`src/rtl/spi_adc_cfg_responder_if.sv`:
```
// -----------------------------------------------------------------------------
// spi_adc_cfg_responder_if
//
// Pin-level bundle of the 3-wire-plus-CSB ADC configuration port.
//
// Signals:
//   spi_sclk_i   SPI clock, driven by the master (idle low, mode 0)
//   spi_csb_i    chip select, active low, driven by the master
//   spi_mosi_i   master-out data, changed by the master while SCLK is low
//   spi_miso_o   slave-out data, changed by the target after SCLK falls
//   spi_miso_oe  drive enable for spi_miso_o
//
// Modports:
//   master  the FPGA-side SPI master or a bench driver
//   slave   the configuration responder
//
// Frame semantics: a frame spans one CSB low period. The master changes MOSI
// while SCLK is low and samples MISO on the SCLK rising edge. The target
// samples MOSI on the rising edge and updates MISO after the falling edge.
// There is no back-pressure: the master never waits for the target.
// -----------------------------------------------------------------------------
interface spi_adc_cfg_responder_if;
    logic spi_sclk_i;
    logic spi_csb_i;
    logic spi_mosi_i;
    logic spi_miso_o;
    logic spi_miso_oe;

    modport master (
        output spi_sclk_i,
        output spi_csb_i,
        output spi_mosi_i,
        input  spi_miso_o,
        input  spi_miso_oe
    );

    modport slave (
        input  spi_sclk_i,
        input  spi_csb_i,
        input  spi_mosi_i,
        output spi_miso_o,
        output spi_miso_oe
    );
endinterface

```
`src/rtl/spi_adc_cfg_responder.sv`:
```
// -----------------------------------------------------------------------------
// spi_adc_cfg_responder
//
// SPI target side of the ADC configuration protocol. Frames are 24 bits,
// {addr[7:0], data[15:0]}, MSB first; addr[7]=1 is a write, addr[7]=0 a read.
// SCLK, CSB and MOSI are oversampled in the clk domain (clk >= 4x SCLK), frames
// are decoded into a local register file, and read data is returned on MISO.
//
// Parameters:
//   NUM_REGS     number of 16-bit registers, index = addr[6:0] (1..128)
//   SYNC_STAGES  synchroniser depth on the SPI inputs (>= 2)
//   REG_RESET    reset value of every register
//
// Ports:
//   clk          fabric clock
//   reset        asynchronous, active-high reset
//   spi          SPI pins (slave modport of spi_adc_cfg_responder_if)
//   cfg_wr_stb   one-clk pulse per committed write
//   cfg_wr_addr  register index of the last committed write
//   cfg_wr_data  data of the last committed write
//   cfg_rd_addr  fabric-side register index
//   cfg_rd_data  combinational register read at cfg_rd_addr (0 if out of range)
//   frame_err    one-clk pulse on a malformed frame (bit count != 24)
//   busy         a frame is in progress and has been accepted
//   dbg_state    current FSM state (encoding of state_t)
//
// Optional feature, macro SPI_CFG_RESP_STATUS_REG_EN:
//   defined   -> index NUM_REGS-1 is read-only and returns
//                {err_cnt[7:0], ok_cnt[7:0]}, saturating counts of frame_err
//                pulses and of 24-bit frames; writes to it are dropped silently.
//   undefined -> index NUM_REGS-1 is an ordinary register, no counters.
//
// Timing: CSB rise at the pin to cfg_wr_stb / frame_err is SYNC_STAGES+2 clk
// (SYNC_STAGES sync flops, one edge-detect delay, one commit stage).
// -----------------------------------------------------------------------------
module spi_adc_cfg_responder #(
    parameter int          NUM_REGS    = 16,
    parameter int          SYNC_STAGES = 2,
    parameter logic [15:0] REG_RESET   = 16'h0000
) (
    input  logic                  clk,
    input  logic                  reset,
    spi_adc_cfg_responder_if.slave spi,
    output logic                  cfg_wr_stb,
    output logic [6:0]            cfg_wr_addr,
    output logic [15:0]           cfg_wr_data,
    input  logic [6:0]            cfg_rd_addr,
    output logic [15:0]           cfg_rd_data,
    output logic                  frame_err,
    output logic                  busy,
    output logic [1:0]            dbg_state
);

    localparam int IDX_W = (NUM_REGS > 1) ? $clog2(NUM_REGS) : 1;

    typedef enum logic [1:0] {
        WAIT_IDLE = 2'd0,
        IDLE      = 2'd1,
        ADDR      = 2'd2,
        DATA      = 2'd3
    } state_t;

    // -------------------------------------------------------------------------
    // Input synchronisers and edge detection
    // -------------------------------------------------------------------------
    // Stage 0 takes the pin; stage SYNC_STAGES-1 is the synchronised value.
    // The CSB chain resets to 0 ("selected") so that a frame already running
    // when reset releases keeps the FSM in WAIT_IDLE until CSB really goes high.
    logic [SYNC_STAGES-1:0] sclk_sync;
    logic [SYNC_STAGES-1:0] csb_sync;
    logic [SYNC_STAGES-1:0] mosi_sync;
    logic                   sclk_d;
    logic                   csb_d;

    always_ff @(posedge clk or posedge reset) begin
        if (reset) begin
            sclk_sync <= '0;
            csb_sync  <= '0;
            mosi_sync <= '0;
            sclk_d    <= 1'b0;
            csb_d     <= 1'b0;
        end else begin
            sclk_sync <= {sclk_sync[SYNC_STAGES-2:0], spi.spi_sclk_i};
            csb_sync  <= {csb_sync[SYNC_STAGES-2:0],  spi.spi_csb_i};
            mosi_sync <= {mosi_sync[SYNC_STAGES-2:0], spi.spi_mosi_i};
            sclk_d    <= sclk_sync[SYNC_STAGES-1];
            csb_d     <= csb_sync[SYNC_STAGES-1];
        end
    end

    logic sclk_s, csb_s, mosi_s;
    logic sclk_rise, sclk_fall, csb_fall, csb_rise;

    assign sclk_s    = sclk_sync[SYNC_STAGES-1];
    assign csb_s     = csb_sync[SYNC_STAGES-1];
    assign mosi_s    = mosi_sync[SYNC_STAGES-1];
    assign sclk_rise =  sclk_s & ~sclk_d;
    assign sclk_fall = ~sclk_s &  sclk_d;
    assign csb_rise  =  csb_s  & ~csb_d;
    assign csb_fall  = ~csb_s  &  csb_d;

    // -------------------------------------------------------------------------
    // Register file and optional status counters
    // -------------------------------------------------------------------------
    logic [15:0] regs [NUM_REGS];

`ifdef SPI_CFG_RESP_STATUS_REG_EN
    logic [7:0] err_cnt;
    logic [7:0] ok_cnt;
`endif

    // Register read as seen by both the SPI read path and the fabric port.
    function automatic logic [15:0] reg_lookup(input logic [6:0] idx);
        logic [15:0] val;
        val = 16'h0000;
        if ({25'd0, idx} < NUM_REGS) begin
            val = regs[idx[IDX_W-1:0]];
        end
`ifdef SPI_CFG_RESP_STATUS_REG_EN
        if ({25'd0, idx} == NUM_REGS - 1) begin
            val = {err_cnt, ok_cnt};
        end
`endif
        return val;
    endfunction

    // True for indices that a write frame may update.
    function automatic logic idx_writable(input logic [6:0] idx);
        logic ok;
        ok = ({25'd0, idx} < NUM_REGS);
`ifdef SPI_CFG_RESP_STATUS_REG_EN
        if ({25'd0, idx} == NUM_REGS - 1) begin
            ok = 1'b0;
        end
`endif
        return ok;
    endfunction

    assign cfg_rd_data = reg_lookup(cfg_rd_addr);

    // -------------------------------------------------------------------------
    // Frame FSM
    // -------------------------------------------------------------------------
    state_t      state;
    logic [4:0]  bit_cnt;
    logic [7:0]  addr_sr;
    logic [7:0]  addr_q;
    logic [15:0] data_sr;
    logic [15:0] shadow;
    logic        miso_q;
    logic        miso_oe_q;
    logic        busy_q;

    // Commit stage: decided on csb_rise, acted on one clk later.
    logic        commit_wr;
    logic        commit_err;
    logic [6:0]  commit_idx;
    logic [15:0] commit_data;
`ifdef SPI_CFG_RESP_STATUS_REG_EN
    logic        commit_ok;
`endif

    logic [7:0]  addr_next;
    assign addr_next = {addr_sr[6:0], mosi_s};

    always_ff @(posedge clk or posedge reset) begin
        if (reset) begin
            state       <= WAIT_IDLE;
            bit_cnt     <= 5'd0;
            addr_sr     <= 8'h00;
            addr_q      <= 8'h00;
            data_sr     <= 16'h0000;
            shadow      <= 16'h0000;
            miso_q      <= 1'b0;
            miso_oe_q   <= 1'b0;
            busy_q      <= 1'b0;
            commit_wr   <= 1'b0;
            commit_err  <= 1'b0;
            commit_idx  <= 7'd0;
            commit_data <= 16'h0000;
`ifdef SPI_CFG_RESP_STATUS_REG_EN
            commit_ok   <= 1'b0;
`endif
        end else begin
            commit_wr  <= 1'b0;
            commit_err <= 1'b0;
`ifdef SPI_CFG_RESP_STATUS_REG_EN
            commit_ok  <= 1'b0;
`endif
            case (state)
                WAIT_IDLE: begin
                    if (csb_s) begin
                        state <= IDLE;
                    end
                end

                IDLE: begin
                    if (csb_fall) begin
                        bit_cnt <= 5'd0;
                        addr_sr <= 8'h00;
                        data_sr <= 16'h0000;
                        busy_q  <= 1'b1;
                        state   <= ADDR;
                    end
                end

                ADDR, DATA: begin
                    if (csb_rise) begin
                        // End of frame: release MISO now, commit next clk.
                        state       <= IDLE;
                        busy_q      <= 1'b0;
                        miso_oe_q   <= 1'b0;
                        miso_q      <= 1'b0;
                        commit_idx  <= addr_q[6:0];
                        commit_data <= data_sr;
                        // A frame ending in ADDR has bit_cnt < 8, so it lands
                        // in the error branch regardless of the stale addr_q.
                        if (bit_cnt == 5'd24) begin
                            commit_wr <= addr_q[7] & idx_writable(addr_q[6:0]);
`ifdef SPI_CFG_RESP_STATUS_REG_EN
                            commit_ok <= 1'b1;
`endif
                        end else begin
                            commit_err <= 1'b1;
                        end
                    end else if (state == ADDR) begin
                        if (sclk_rise) begin
                            addr_sr <= addr_next;
                            bit_cnt <= bit_cnt + 5'd1;
                            if (bit_cnt == 5'd7) begin
                                addr_q <= addr_next;
                                state  <= DATA;
                                if (!addr_next[7]) begin
                                    shadow <= reg_lookup(addr_next[6:0]);
                                end
                            end
                        end
                    end else begin
                        // DATA: the counter keeps running on reads too so that
                        // short or long read frames are flagged as well.
                        if (sclk_rise) begin
                            if (bit_cnt != 5'd31) begin
                                bit_cnt <= bit_cnt + 5'd1;
                            end
                            if (addr_q[7]) begin
                                data_sr <= {data_sr[14:0], mosi_s};
                            end
                        end
                        if (sclk_fall && !addr_q[7]) begin
                            miso_oe_q <= 1'b1;
                            miso_q    <= shadow[15];
                            shadow    <= {shadow[14:0], 1'b0};
                        end
                    end
                end

                default: state <= WAIT_IDLE;
            endcase
        end
    end

    assign spi.spi_miso_o  = miso_q;
    assign spi.spi_miso_oe = miso_oe_q;
    assign busy            = busy_q;
    assign dbg_state       = state;

    // -------------------------------------------------------------------------
    // Commit: register update, write strobe and error pulse
    // -------------------------------------------------------------------------
    always_ff @(posedge clk or posedge reset) begin
        if (reset) begin
            for (int i = 0; i < NUM_REGS; i++) begin
                regs[i] <= REG_RESET;
            end
            cfg_wr_stb  <= 1'b0;
            cfg_wr_addr <= 7'd0;
            cfg_wr_data <= 16'h0000;
            frame_err   <= 1'b0;
        end else begin
            cfg_wr_stb <= commit_wr;
            frame_err  <= commit_err;
            if (commit_wr) begin
                regs[commit_idx[IDX_W-1:0]] <= commit_data;
                cfg_wr_addr                 <= commit_idx;
                cfg_wr_data                 <= commit_data;
            end
        end
    end

`ifdef SPI_CFG_RESP_STATUS_REG_EN
    // Saturating frame statistics, updated in step with the commit outputs.
    always_ff @(posedge clk or posedge reset) begin
        if (reset) begin
            err_cnt <= 8'h00;
            ok_cnt  <= 8'h00;
        end else begin
            if (commit_err && err_cnt != 8'hFF) begin
                err_cnt <= err_cnt + 8'd1;
            end
            if (commit_ok && ok_cnt != 8'hFF) begin
                ok_cnt <= ok_cnt + 8'd1;
            end
        end
    end
`endif

endmodule

```
`src/flat_wrapper.sv`:
```
// flat-port wrapper written by rule: the top's interface ports become plain ports
module spi_adc_cfg_responder_flat 
#(
    parameter int          NUM_REGS    = 16,
    parameter int          SYNC_STAGES = 2,
    parameter logic [15:0] REG_RESET   = 16'h0000
)
  (clk, reset, cfg_wr_stb, cfg_wr_addr, cfg_wr_data, cfg_rd_addr, cfg_rd_data, frame_err, busy, dbg_state, spi_spi_sclk_i, spi_spi_csb_i, spi_spi_mosi_i, spi_spi_miso_o, spi_spi_miso_oe);
  spi_adc_cfg_responder_if spi_i ();
  input  logic clk;
  input  logic reset;
  output logic cfg_wr_stb;
  output logic [6:0] cfg_wr_addr;
  output logic [15:0] cfg_wr_data;
  input  logic [6:0] cfg_rd_addr;
  output logic [15:0] cfg_rd_data;
  output logic frame_err;
  output logic busy;
  output logic [1:0] dbg_state;
  input wire logic [$bits(spi_i.spi_sclk_i)-1:0] spi_spi_sclk_i;
  input wire logic [$bits(spi_i.spi_csb_i)-1:0] spi_spi_csb_i;
  input wire logic [$bits(spi_i.spi_mosi_i)-1:0] spi_spi_mosi_i;
  output wire logic [$bits(spi_i.spi_miso_o)-1:0] spi_spi_miso_o;
  output wire logic [$bits(spi_i.spi_miso_oe)-1:0] spi_spi_miso_oe;
  assign spi_i.spi_sclk_i = spi_spi_sclk_i;
  assign spi_i.spi_csb_i = spi_spi_csb_i;
  assign spi_i.spi_mosi_i = spi_spi_mosi_i;
  assign spi_spi_miso_o = spi_i.spi_miso_o;
  assign spi_spi_miso_oe = spi_i.spi_miso_oe;
  spi_adc_cfg_responder #(.NUM_REGS(NUM_REGS), .SYNC_STAGES(SYNC_STAGES), .REG_RESET(REG_RESET)) u_core (.clk(clk), .reset(reset), .spi(spi_i), .cfg_wr_stb(cfg_wr_stb), .cfg_wr_addr(cfg_wr_addr), .cfg_wr_data(cfg_wr_data), .cfg_rd_addr(cfg_rd_addr), .cfg_rd_data(cfg_rd_data), .frame_err(frame_err), .busy(busy), .dbg_state(dbg_state));
endmodule
```
`config.mk`:
```
export PLATFORM = sky130hd
export DESIGN_NAME = spi_adc_cfg_responder_flat
export DESIGN_NICKNAME = d
export VERILOG_FILES = /design/src/rtl/spi_adc_cfg_responder_if.sv /design/src/rtl/spi_adc_cfg_responder.sv /design/src/flat_wrapper.sv
export SDC_FILE = /design/constraint.sdc
export NUM_CORES = 1
export LEC_CHECK = 0
export CAP_MARGIN = 20
export CORE_MARGIN = 2
export CORE_UTILIZATION = 55
export CTS_CLUSTER_SIZE = 30
export DETAILED_ROUTE_END_ITERATION = 10
export MAX_ROUTING_LAYER = met4
export PLACE_DENSITY = 0.74
export SLEW_MARGIN = 20
export SYNTH_ARGS = -nofsm -noshare
export SYNTH_HDL_FRONTEND = slang
export SYNTH_SLANG_ARGS = --single-unit
```
`constraint.sdc`:
```
create_clock -name clk -period 11.6 [get_ports clk]
set_input_delay 1.74 -clock clk [delete_from_list [all_inputs] [get_ports clk]]
set_output_delay 1.74 -clock clk [all_outputs]
set_load 0.03 [all_outputs]
```
==> results.py <==
metrics = {
    "floorplan": {
        "initial_core_util_pct": 55.69,
        "die_w_um": 185.0,
        "rows": 66,
        "core-area_um2": 32370,
        "die_h_um": 185.0,
        "dieArea_um2": 34240,
        "io_pins": 58,
    },
    "hold_path": {
        "min_path_cells": 0,
        "min_from": "u_core.commit_err",
        "hp-class": "reg -> reg",
    },
    "critical_path": {
        "crit_family": "buffers and inverters",
        "crit_top_cell": "buf_4",
        "worst-path-stages": 6,
        "crit_arrival_ns": 4.57,
        "cpPeakStageDelay_ns": 0.77,
        "path_class": "in -> out",
        "r2r_cells": 6,
        "crit_start": "cfg_rd_addr[0]",
        "worst-endpoint-required_ns": 9.86,
        "path_buf_inv": 3,
        "setup.worst_path.end_class": "output port",
        "rr_startpoint": "u_core.dbg_state[1]",
        "worst_setup_path_start_kind": "input port",
        "cp_slowest_cell": "clkdlybuf4s50_1",
        "path_cells": "buf_4 > buf_4 > mux4_2 > mux2i_1 > o22ai_1 > clkdlybuf4s50_1",
        "path_max_fanout": 33,
    },
    "yosys": {
        "seq_area_frac_synth_pct": 51.50,
        "ys_ff_latch": 371,
        "synth.net_count": 1266,
        "yosysWarnings": 0,
        "synth_cell_types": 43,
        "syn_inst": 1251,
        "syn_area_um2": 18030,
        "syn_area_per_cell_um2": 14.41,
    },
    "detailed_routing": {
        "via_per_inst": 6.348,
        "drtPass1Iterations": 4,
        "antenna_left": 0,
        "wl_um": 44040,
        "num_vias": 11120,
        "drtIter0Drc": 841,
        "wl_per_cell_um": 25.14,
        "drc": 0,
    },
    "global_routing": {
        "antenna_found_initial": 0,
        "grt_pass1_vias": 11410,
        "top_usage_layer": "met2",
        "use_met3_pct": 3.854,
        "grt_util_all_layers_pct": 27.46,
        "grt_max_degree": 77,
        "grt-ovfl-total": 0,
        "grt_pass1_wl_um": 68350,
        "use_met1_pct": 38.70,
        "met2_usage_pct": 42.37,
    },
    "clock_network": {
        "cts-hold-fix-buffers": 0,
        "root_buffer": "clkbuf_16",
        "ctsLongestPathBuffers": 3,
        "clkTransAtPathRegs_ns": 0.06,
        "clock_latency_ns": 0.53,
        "cts_max_level": 2,
        "numCtsBuffers": 41,
        "clock-sinks": 371,
        "cts_setup_buffers": 0,
        "cts_tree": "yes",
        "cts-resized-gates": 0,
    },
    "finish": {
        "finalNetCount": 1293,
        "diodes": 0,
        "layoutNonFillerInstCount": 1752,
        "fill_cells": 2441,
        "drive_gt1_share_pct": 40.38,
        "final_common_cell": "dfrtp_1",
        "multi_input_area_um2": 8363,
        "stdcell_area_um2": 20420,
        "final_core_util_pct": 63.07,
        "area_delta_synth_final_pct": 13.25,
        "final_cell_mix": "369 x dfrtp_1, 310 x mux2_2, 106 x mux2i_1",
        "seq_area_um2": 9289,
    },
    "place": {
        "post_dp_cell_area_um2": 19020,
        "port_buffers": 57,
        "dp_hpwl_um": 24990,
        "routabilityCongestion": 0.8015,
        "place_ws_ns": 5.269,
        "place_inst": 1677,
    },
    "sta": {
        "tightest_slew_ns": 1.136,
        "max_freq_mhz": 158.4,
        "hold_viol_final": 0,
        "holdWs_ns": 0.3507,
        "min_period_ns": 6.313,
        "setup_viol": 0,
        "finClkSkew_ns": 0.01372,
        "rsz0062_at_grt": "false",
        "worst_slack_ns": 5.287,
        "fin_setup_tns_ns": 0,
        "drv_slew": 0,
        "fin_crit_sh_pct": 54.42,
        "slew_headroom_pct": 23.93,
    },
    "power_and_ir_drop": {
        "power_leakage_nw": 9.404,
        "finalPower_mw": 2.873,
        "vdd_drop_max_mv": 0.1325,
        "power_density_nw_per_um2": 140.7,
    },
    "status": {
        "status": "completed",
    },
    "run": {
        "cap_violations": 0,
    },
}
-- sequential cells by signal, summed over array words and instances (netlist names), 5 cells and up --
| signal | flops |
|---|---|
| u_core.regs | 256 |
| u_core.cfg_wr_data | 16 |
| u_core.commit_data | 16 |
| u_core.shadow | 16 |
| u_core.addr_q | 8 |
| u_core.cfg_wr_addr | 7 |
| u_core.data_sr | 16 |
| u_core.addr_sr | 7 |
| u_core.commit_idx | 7 |
| u_core.bit_cnt | 5 |
-- path summary, 6_finish.rpt --
kind                                             to  slack [ns]
worst min register to register     u_core.frame_err        0.35
min in group asynchronous          u_core.regs[122]        1.55
worst min-delay path               u_core.frame_err        0.35
max in group asynchronous       u_core.mosi_sync[1]        7.87
worst max register to register     u_core.shadow[6]        8.36
worst max-delay path                cfg_rd_data[15]        5.29
-- worst reg2reg max path, cell delays in order, from the launching register on --
cell and delay [ns]:
dfrtp_1 0.34, buf_4 0.31, nand2b_1 0.57, or4_4 0.75, o21ai_4 0.72, mux2i_1 0.32
nand3_1 0.11
-- synth_stat cells --
master,n,share of area (%)
a2111oi_1,1,0.056
mux2i_1,106,5.9
xor2_1,1,0.049
o21ai_4,1,0.090
nor3b_1,1,0.042
mux4_2,98,12
nand2_1,49,1.0
o32a_1,1,0.056
or3_1,2,0.069
nand3b_1,4,0.17
buf_2,11,0.31
nand4b_1,1,0.049
buf_1,21,0.44
o21ai_0,24,0.67
nor2_1,16,0.33
o22ai_1,16,0.56
nand2b_1,8,0.28
and3_1,2,0.069
or4b_1,1,0.056
buf_6,2,0.12
or4b_2,1,0.056
nor4bb_1,1,0.056
a21o_1,1,0.042
a22o_1,6,0.29
o21ai_1,1,0.028
dfrtp_1,371,51
a21oi_1,4,0.11
and2_1,15,0.52
nand4_1,1,0.035
clkbuf_1,68,1.4
mux2_1,1,0.062
inv_1,9,0.19
nor3_1,5,0.14
mux2_2,310,19
or4_4,1,0.062
nor3_2,2,0.11
nor2b_1,3,0.10
o211ai_1,32,1.3
ha_1,3,0.21
nand3_1,18,0.50
or2_2,1,0.035
a22oi_1,30,1.2
or4_1,1,0.042
-- where the power goes --
| group | leakage [nW] | switching [mW] | internal [mW] | total (mW) |
|---|---|---|---|---|
| logic | 3.57 | 0.133 | 0.0694 | 0.203 |
| registers | 5.15 | 0.0304 | 1.31 | 1.34 |
| clock network | 0.687 | 0.523 | 0.806 | 1.33 |
| total | 9.40 | 0.687 | 2.19 | 2.87 |
-- layer usage --
layer | vias to the layer above | share of wire (%)
li1 | 4776 | -
met1 | 5881 | 44
met2 | 375 | 48
met3 | 89 | 5.5
met4 | 0 | 2.7
met5 | - | 0
-- area by class of cell --
cell class                      instances  area share [%]
Clock inverter                         18          0.9744
Multi-Input combinational cell        769           40.96
Sequential cell                       371           45.50
Timing Repair Buffer                   86           3.849
Clock buffer                           57           5.822
Inverter                                9          0.1839
Tap cell                              442           2.709
-- kinds of logic (layout without fill, tap and decap cells) --
group | Yosys count | in the layout | share of synthesized area [%]
xor+xnor | 1 | 1 | 0.04859
compound gates | 117 | 117 | 4.477
flops | 371 | 371 | 51.50
buf+inv | 111 | 170 | 2.471
simple gates | 133 | 133 | 3.741
mux | 515 | 515 | 37.56
fa+ha+maj | 3 | 3 | 0.2082
Power figures use the tool's default switching activity.
